$ cat src/rtl/midi_gate_ctrl.sv
// midi_gate_ctrl: MIDI byte-stream parser and held-note stack that drives the
// adsr gate. Last-note priority; a new note arriving while the gate is high
// pulls the gate low for RETRIG_GAP cycles so the envelope restarts its attack.
module midi_gate_ctrl #(
    parameter int CHANNEL    = 0,
    parameter int MAX_NOTES  = 8,
    parameter int RETRIG_GAP = 4
) (
    input  logic       clk,
    input  logic       rst,
    input  logic [7:0] data_in,
    input  logic       data_valid,
    output logic       gate,
    output logic [6:0] note,
    output logic [6:0] velocity,
    output logic [4:0] note_count,
    output logic       retrig
);

    localparam int GW = (RETRIG_GAP < 2) ? 1 : $clog2(RETRIG_GAP + 1);
    localparam logic [GW-1:0] GAP_ONE  = GW'(1);
    localparam logic [GW-1:0] GAP_INIT = GW'(RETRIG_GAP);
    localparam logic [4:0]    FULL     = 5'(MAX_NOTES);

    typedef enum logic [1:0] {IDLE, WAIT_D1, WAIT_D2} state_t;

    state_t        state;
    logic [7:0]    run_status;
    logic [6:0]    d1;
    logic [6:0]    stack      [MAX_NOTES];
    logic [6:0]    push_stack [MAX_NOTES];
    logic [6:0]    pop_stack  [MAX_NOTES];
    logic [GW-1:0] gap;

    logic len1, chan_ok, complete2, note_on, note_off, found, full;
    int   pos;

    // Message decode: a 2-byte message completes when its second data byte
    // arrives in WAIT_D2; only note-on/off on our channel are acted upon.
    always_comb begin
        len1      = (run_status[7:5] == 3'b110);
        chan_ok   = (run_status[3:0] == 4'(CHANNEL));
        complete2 = data_valid && !data_in[7] && (state == WAIT_D2) && chan_ok;
        note_on   = complete2 && (run_status[7:4] == 4'h9) && (data_in[6:0] != 7'd0);
        note_off  = complete2 && ((run_status[7:4] == 4'h8) ||
                                  ((run_status[7:4] == 4'h9) && (data_in[6:0] == 7'd0)));
        full      = (note_count == FULL);
    end

    // Stack search plus the two candidate next-stack images (push to top, remove).
    always_comb begin
        found = 1'b0;
        pos   = 0;
        for (int i = 0; i < MAX_NOTES; i++) begin
            if (!found && (i < int'(note_count)) && (stack[i] == d1)) begin
                found = 1'b1;
                pos   = i;
            end
        end
        // Push: entries above the old copy (or all, if absent) slide down one;
        // a full stack loses its bottom entry naturally.
        push_stack[0] = d1;
        for (int i = 1; i < MAX_NOTES; i++)
            push_stack[i] = (found && (i > pos)) ? stack[i] : stack[i-1];
        // Remove: entries below the released note move up to close the hole.
        for (int i = 0; i < MAX_NOTES - 1; i++)
            pop_stack[i] = (i >= pos) ? stack[i+1] : stack[i];
        pop_stack[MAX_NOTES-1] = 7'd0;
    end

    // Parser FSM, note stack, gate/retrigger sequencing; all outputs registered.
    always_ff @(posedge clk) begin
        if (rst) begin
            state      <= IDLE;
            run_status <= 8'd0;
            d1         <= 7'd0;
            gap        <= '0;
            gate       <= 1'b0;
            note       <= 7'd0;
            velocity   <= 7'd0;
            note_count <= 5'd0;
            retrig     <= 1'b0;
            for (int i = 0; i < MAX_NOTES; i++) stack[i] <= 7'd0;
        end else begin
            retrig <= 1'b0;

            if (data_valid) begin
                if (data_in >= 8'hF8) begin
                    // realtime: transparent to message assembly
                end else if (data_in >= 8'hF0) begin
                    run_status <= 8'd0;
                    state      <= IDLE;
                end else if (data_in[7]) begin
                    run_status <= data_in;
                    state      <= WAIT_D1;
                end else begin
                    case (state)
                        WAIT_D1: begin
                            d1 <= data_in[6:0];
                            if (!len1) state <= WAIT_D2;
                        end
                        WAIT_D2: state <= WAIT_D1;
                        default: ;
                    endcase
                end
            end

            // Gap countdown; gate returns high as the last gap cycle ends.
            if (gap != '0) begin
                gap <= gap - GAP_ONE;
                if (gap == GAP_ONE) gate <= 1'b1;
            end

            if (note_on) begin
                for (int i = 0; i < MAX_NOTES; i++) stack[i] <= push_stack[i];
                note     <= d1;
                velocity <= data_in[6:0];
                retrig   <= 1'b1;
                if (!found && !full) note_count <= note_count + 5'd1;
                if (note_count == 5'd0) begin
                    gate <= 1'b1;
                    gap  <= '0;
                end else begin
                    gate <= 1'b0;
                    gap  <= GAP_INIT;
                end
            end else if (note_off && found) begin
                for (int i = 0; i < MAX_NOTES; i++) stack[i] <= pop_stack[i];
                note_count <= note_count - 5'd1;
                if (note_count == 5'd1) begin
                    // last key released: note/velocity hold, any gap is cancelled
                    gate <= 1'b0;
                    gap  <= '0;
                end else begin
                    note <= pop_stack[0];
                end
            end
        end
    end

endmodule

$ cat config.mk
export PLATFORM = sky130hd
export DESIGN_NAME = midi_gate_ctrl
export DESIGN_NICKNAME = d
export VERILOG_FILES = /design/src/rtl/midi_gate_ctrl.sv
export SDC_FILE = /design/constraint.sdc
export NUM_CORES = 1
export LEC_CHECK = 0
export BUFFER_PORTS_ARGS = -buffer_cell sky130_fd_sc_hd__buf_2
export CAP_MARGIN = 20
export CORE_MARGIN = 3
export CORE_UTILIZATION = 25
export DETAILED_ROUTE_END_ITERATION = 10
export GPL_ROUTABILITY_DRIVEN = 0
export GPL_TIMING_DRIVEN = 0
export PLACE_DENSITY_LB_ADDON = 0.2
export SETUP_SLACK_MARGIN = 0.5
export SLEW_MARGIN = 10
export SYNTH_ARGS = -nofsm -noshare
export SYNTH_HDL_FRONTEND = slang
export SYNTH_SLANG_ARGS = --single-unit
$ cat constraint.sdc
create_clock -name clk -period 2.4 [get_ports clk]
set_input_delay 0.48 -clock clk [delete_from_list [all_inputs] [get_ports clk]]
set_output_delay 0.48 -clock clk [all_outputs]
set_load 0.005 [all_outputs]
== Word-level counts from Yosys, hierarchy flattened ==
Memories as Yosys holds them, arrays and structs flattened.
Index checks and enable logic that the tools add are counted.

* Flip-flop bits (word level): 41
* Memories: 1
* RAM bits: 56
* Input port bits: 11

* Equality and inequality tests: 19
* Bitwise gates (word level): 19
* Reductions and logical operators: 55
* Add/sub/neg operators: 3
* Muxes and demuxes: 77
* Order comparisons: 24

{| class="wikitable"
|+ Memories
! name !! depth !! bits a word !! read ports !! clocked after memory_dff !! wr ports !! RTL line !! text
|-
| stack || 8 || 7 || 8 || 0 || 8 || 30 || <nowiki>logic [6:0] stack [MAX_NOTES];</nowiki>
|}

{| class="wikitable"
|+ Operators with widths
! operator !! count
|-
| $mux W7 || 33
|-
| $mux W32 || 6
|-
| $gt A4 B32 Y1 const A || 4
|-
| $ge A4 B32 Y1 const A || 3
|-
| $ge A3 B32 Y1 const A || 2
|-
| $gt A3 B32 Y1 const A || 2
|-
| $eq A7 B7 Y1 || 8
|-
| $ge A1 B32 Y1 const A || 1
|-
| $ge A2 B32 Y1 const A || 1
|-
| $gt A2 B32 Y1 const A || 1
|-
| $logic_and A1 B1 Y1 || 31
|-
| $mux W1 || 24
|-
| $lt A3 B5 Y1 const A || 4
|-
| $ge A8 B8 Y1 const B || 2
|-
| $mux W8 || 2
|-
| $or A1 B1 Y1 || 16
|-
| $mux W3 || 5
|-
| $mux W5 || 3
|-
| $logic_not A1 Y1 || 10
|-
| $lt A1 B5 Y1 const A || 2
|-
| $lt A2 B5 Y1 const A || 2
|-
| $eq A4 B4 Y1 const B || 2
|-
| $logic_not A7 Y1 || 1
|-
| $reduce_bool A7 Y1 || 1
|-
| 25 further kinds || 31
|}

== Longest topological paths before layout ==
An unclocked memory read counts as a cell.

* Depth after elaboration: 38
* Gate-level depth with buffers: 10

== Worst setup path after synthesis ==
No wires, ideal clock.

* Path kind: input to register
* Start: input port data_in[0]
* End: memory stack[4][0] (netlist: stack[1][0]), enable pin
* Arrival time: 2.197 ns
* Setup slack: -0.177 ns
* Stages: 4
* Cell sequence: or4_4 -> o41ai_4 -> nand2b_1 -> o21ai_0

{| class="wikitable"
|+ RTL lines
! what !! RTL line !! text
|-
| start, declared || 11 || <nowiki>input logic [7:0] data_in,</nowiki>
|-
| end, declared || 30 ||
|}

==> impl_metrics.py <==
metrics = {
    "synthesis": {
        "synth_enable_flop_cells": 49,
        "synth_nets": 530,
        "postSynthCellCount": 512,
        "synth_top_cells_by_area": "edfxtp_1, dfxtp_1, a22o_1",
        "synth_top_flop_cell": "edfxtp_1",
        "synth_top_area_share_pct": 28.2,
        "synth_seq_area_share_pct": 46.6,
        "yosys.cell_types.count": 55,
        "yosys_warnings": 0,
        "netlist_area_um2": 5230,
        "yosys_register_bits": 97,
        "post_synth.cell_area_avg_um2": 10.2,
        "synth_largest_area_cell": "edfxtp_1",
        "synth-async-reset-ratio_pct": 0,
    },
    "floorplanning": {
        "boundaryPins": 32,
        "chipHeight_um": 151,
        "die_area_um2": 22700,
        "num_rows": 52,
        "placeableCoreArea_um2": 20400,
        "floorplan.die.width_um": 151,
        "floorplan.initialDensity_pct": 25.7,
    },
    "route": {
        "drt-pass1-iter-count": 4,
        "total_via_count_after_detailed_routing": 4545,
        "remaining_drc_errors": 0,
        "ant_nets": 0,
        "vias_per_cell": 5.10,
        "wirelength_mm": 17.4,
        "drc_violation_total_after_the_first_tritonroute_iteration": 425,
        "detail_route.wl_per_cell_um": 19.6,
    },
    "critical_path": {
        "crit_path_cell_trace": "a211o_1 -> a21oi_4 -> nor3_4 -> or4_4 -> buf_8 -> nor2_4 -> nor3_4 -> buf_12 -> buf_8 -> a22o_1",
        "critical_path_buf_inv_count": 3,
        "critical_path.reg2reg.startpoint": "note_count[4]",
        "r2r_setup_slack_ns": -0.20,
        "cpMaxStageDelayCell": "or4_4",
        "worst_setup_path_startpoint": "note_count[4]",
        "critical_path_endpoint_category": "flip-flop",
        "critical_path_class": "flip-flop to flip-flop",
        "timing.critical_path.required_ns": 2.50,
        "cpLargestDelayFamily": "simple AND/OR/NAND/NOR gates",
        "crit_path_max_fanout": 10,
        "worst_path_largest_cell_delay_ns": 0.52,
        "worst_setup_path_start_kind": "flip-flop",
        "worstPathArrival_ns": 2.70,
    },
    "sta": {
        "timing_hold_violations_final": 0,
        "layout_worst_path_cycle_share_pct": 108,
        "slew_headroom_pct": 47.1,
        "grt_setup_unrepaired": "true",
        "worst-slew-pin-transition_ns": 0.793,
        "layout_setup_ws_ns": -0.201,
        "final.min_clock_period_ns": 2.60,
        "setup_violations": 97,
        "final_max_slew_viol_count": 0,
        "fin_worst_skew_ns": 0.0108,
        "fmax_ghz": 0.385,
    },
    "power": {
        "power.sequential.fraction_pct": 50.7,
        "design_power_total_uw": 3680,
        "p_comb_share_pct": 10.3,
        "power-per-cell-area_nw_per_um2": 501,
        "max-vdd-ir-drop_v": 0.000344,
        "power_dissipated_by_switching_net_loads_uw": 927,
        "power.share.clock_pct": 39.0,
        "cellInternalPower_uw": 2750,
        "netSwitchingFraction_pct": 25.2,
        "power_leakage_uw": 0.00288,
    },
    "placement": {
        "io_buffers": 30,
        "place_hpwl_mm": 11.7,
        "numPlacedInstances": 812,
    },
    "finish": {
        "total_area_of_multi_input_combinational_cells_um2": 3110,
        "layout-area-overhead-vs-synth_pct": 40.5,
        "most-common-layout-cells": "edfxtp_1, buf_4, a22o_1",
        "fin_nets": 635,
        "fraction_of_layout_cells_with_a_size_suffix_above_1_pct": 35.2,
        "total_area_of_sequential_cells_um2": 2460,
        "finish.cell_count_without_fillers": 892,
        "layout.cells.most_common": "edfxtp_1",
        "fillers": 1982,
        "antenna-diode-count": 0,
    },
    "global_routing": {
        "first_global_vias": 4457,
        "largest_net_degree_at_the_start_of_global_routing": 16,
        "globalRoute.busiestLayer": "met2",
        "grt.met1_usage_pct": 20.8,
        "grt_first_pass_wirelength_mm": 26.6,
        "grt_overflow": 0,
        "met2_usage_pct": 25.5,
        "globalRouteTotalUtil_pct": 15.4,
        "initial_antenna_violation_count": 0,
        "grtUsageMet3_pct": 3.31,
    },
    "clock_network": {
        "cts_hold_buf": 0,
        "htree_depth": 3,
        "worstSkewPairLatency_ns": 0.36,
        "cts-root-to-sink-buffers": 2,
        "clock-root-buffer": "clkbuf_16",
        "cts-buffers-inserted": 9,
        "tritoncts": "built",
        "clk_transition_reported_paths_ns": 0.07,
        "clock-sinks": 97,
    },
    "job": {
        "max_cap_viol_count": 0,
    },
    "worst_hold_path": {
        "worstHoldStart": "data_in[0]",
        "holdCritPathClass": "input port to flip-flop",
    },
    "outcome": {
        "failed_checks": "setup timing",
        "outcome": "complete, but fails checks",
    },
}
-- Yosys cell counts (2+ instances only) --
cell type,count
a211oi_1,6
a21o_1,3
a21oi_1,25
a22o_1,42
a311oi_1,2
a31oi_1,8
and2_1,5
and4_1,2
buf_2,5
buf_4,10
buf_6,2
clkbuf_1,17
dfxtp_1,48
edfxtp_1,49
ha_1,7
inv_1,7
mux2_1,3
mux2i_1,25
nand2_1,45
nand2b_1,4
nand3_1,12
nand4_1,16
nor2_1,34
nor2b_1,3
nor3_1,14
nor4_1,6
o21a_1,2
o21ai_0,7
o21ai_1,9
o21bai_1,4
o22ai_1,7
o31ai_1,2
o32ai_1,2
or4_1,3
xnor2_1,34
xor2_1,23
-- area by class of cell --
| type | instances | area share (%) |
|---|---|---|
| Multi-Input combinational cell | 373 | 42.3 |
| Clock buffer | 11 | 3.60 |
| Sequential cell | 97 | 33.5 |
| Tap cell | 270 | 4.60 |
| Buffer | 35 | 4.67 |
| Timing Repair Buffer | 94 | 10.6 |
| Clock inverter | 5 | 0.375 |
| Inverter | 7 | 0.358 |
-- power by group through the flow --
stage               registers [µW]  clock network (µW)  logic (µW)
floorplan                     1880                   0         232
global placement              1900                   0         305
detailed placement            1900                   0         314
CTS                           1860                1470         362
global route                  1880                1540         421
finish                        1870                1430         379
-- path summary, 6_finish.rpt --
check                  end  cells past startpoint
max           stack[1][19]                     10
min reg2reg  run_status[1]                      2
min            velocity[0]                      3
max reg2reg   stack[1][19]                     10
-- registers in the layout, indices dropped and copies added (netlist names) --
signal	flops
gate	1
velocity	7
state	2
note	7
stack	56
retrig	1
gap	3
d1	7
note_count	5
run_status	8
-- tightest hold or removal path: cells and delay by family --
family,cells,cell delay [ns]
buffers and inverters,1,0.11
and+or+nand+nor,1,0.05
AOI/OAI and AO/OA,1,0.05
-- stage by stage --
step           utilization (%)  TNS, ns  hold WS, ns  setup WS (ns)  instance area, µm²
3_3_place_gp              28.5   -79.46        0.441         -0.818                5800
4_1_cts                   34.1    -7.05        0.364         -0.149                6950
3_5_place_dp              28.5   -79.83        0.449         -0.821                5800
2_1_floorplan                -    -5.59        0.432        -0.0943                5310
6_report                  36.1   -12.19        0.372         -0.201                7340
5_1_grt                   36.1   -19.23        0.371         -0.264                7340
-- repair_timing --
action | CTS | global route
cloned | 1 | 0
pin swaps | 24 | 17
endpoints found under the setup margin | 129 | 141
gates resized for setup | 111 | 56
buffers inserted | 47 | 16
hold endpoints to repair | 0 | 0
-- cells by family after synthesis --
family / Yosys count / synth area share [%]
compound gates: 125 / 17.5
simple gates: 156 / 15.2
mux: 28 / 5.44
xor+xnor: 57 / 9.55
fa+ha+maj: 7 / 1.68
flops: 97 / 46.6
buf+inv: 42 / 4.14
-- routing by layer --
layer | routed length, µm | share of wire, %
met2 | 8630 | 49
met3 | 855 | 4.9
met5 | 0 | 0
met4 | 207 | 1.2
met1 | 7750 | 44
Power figures use the tool's default switching activity.
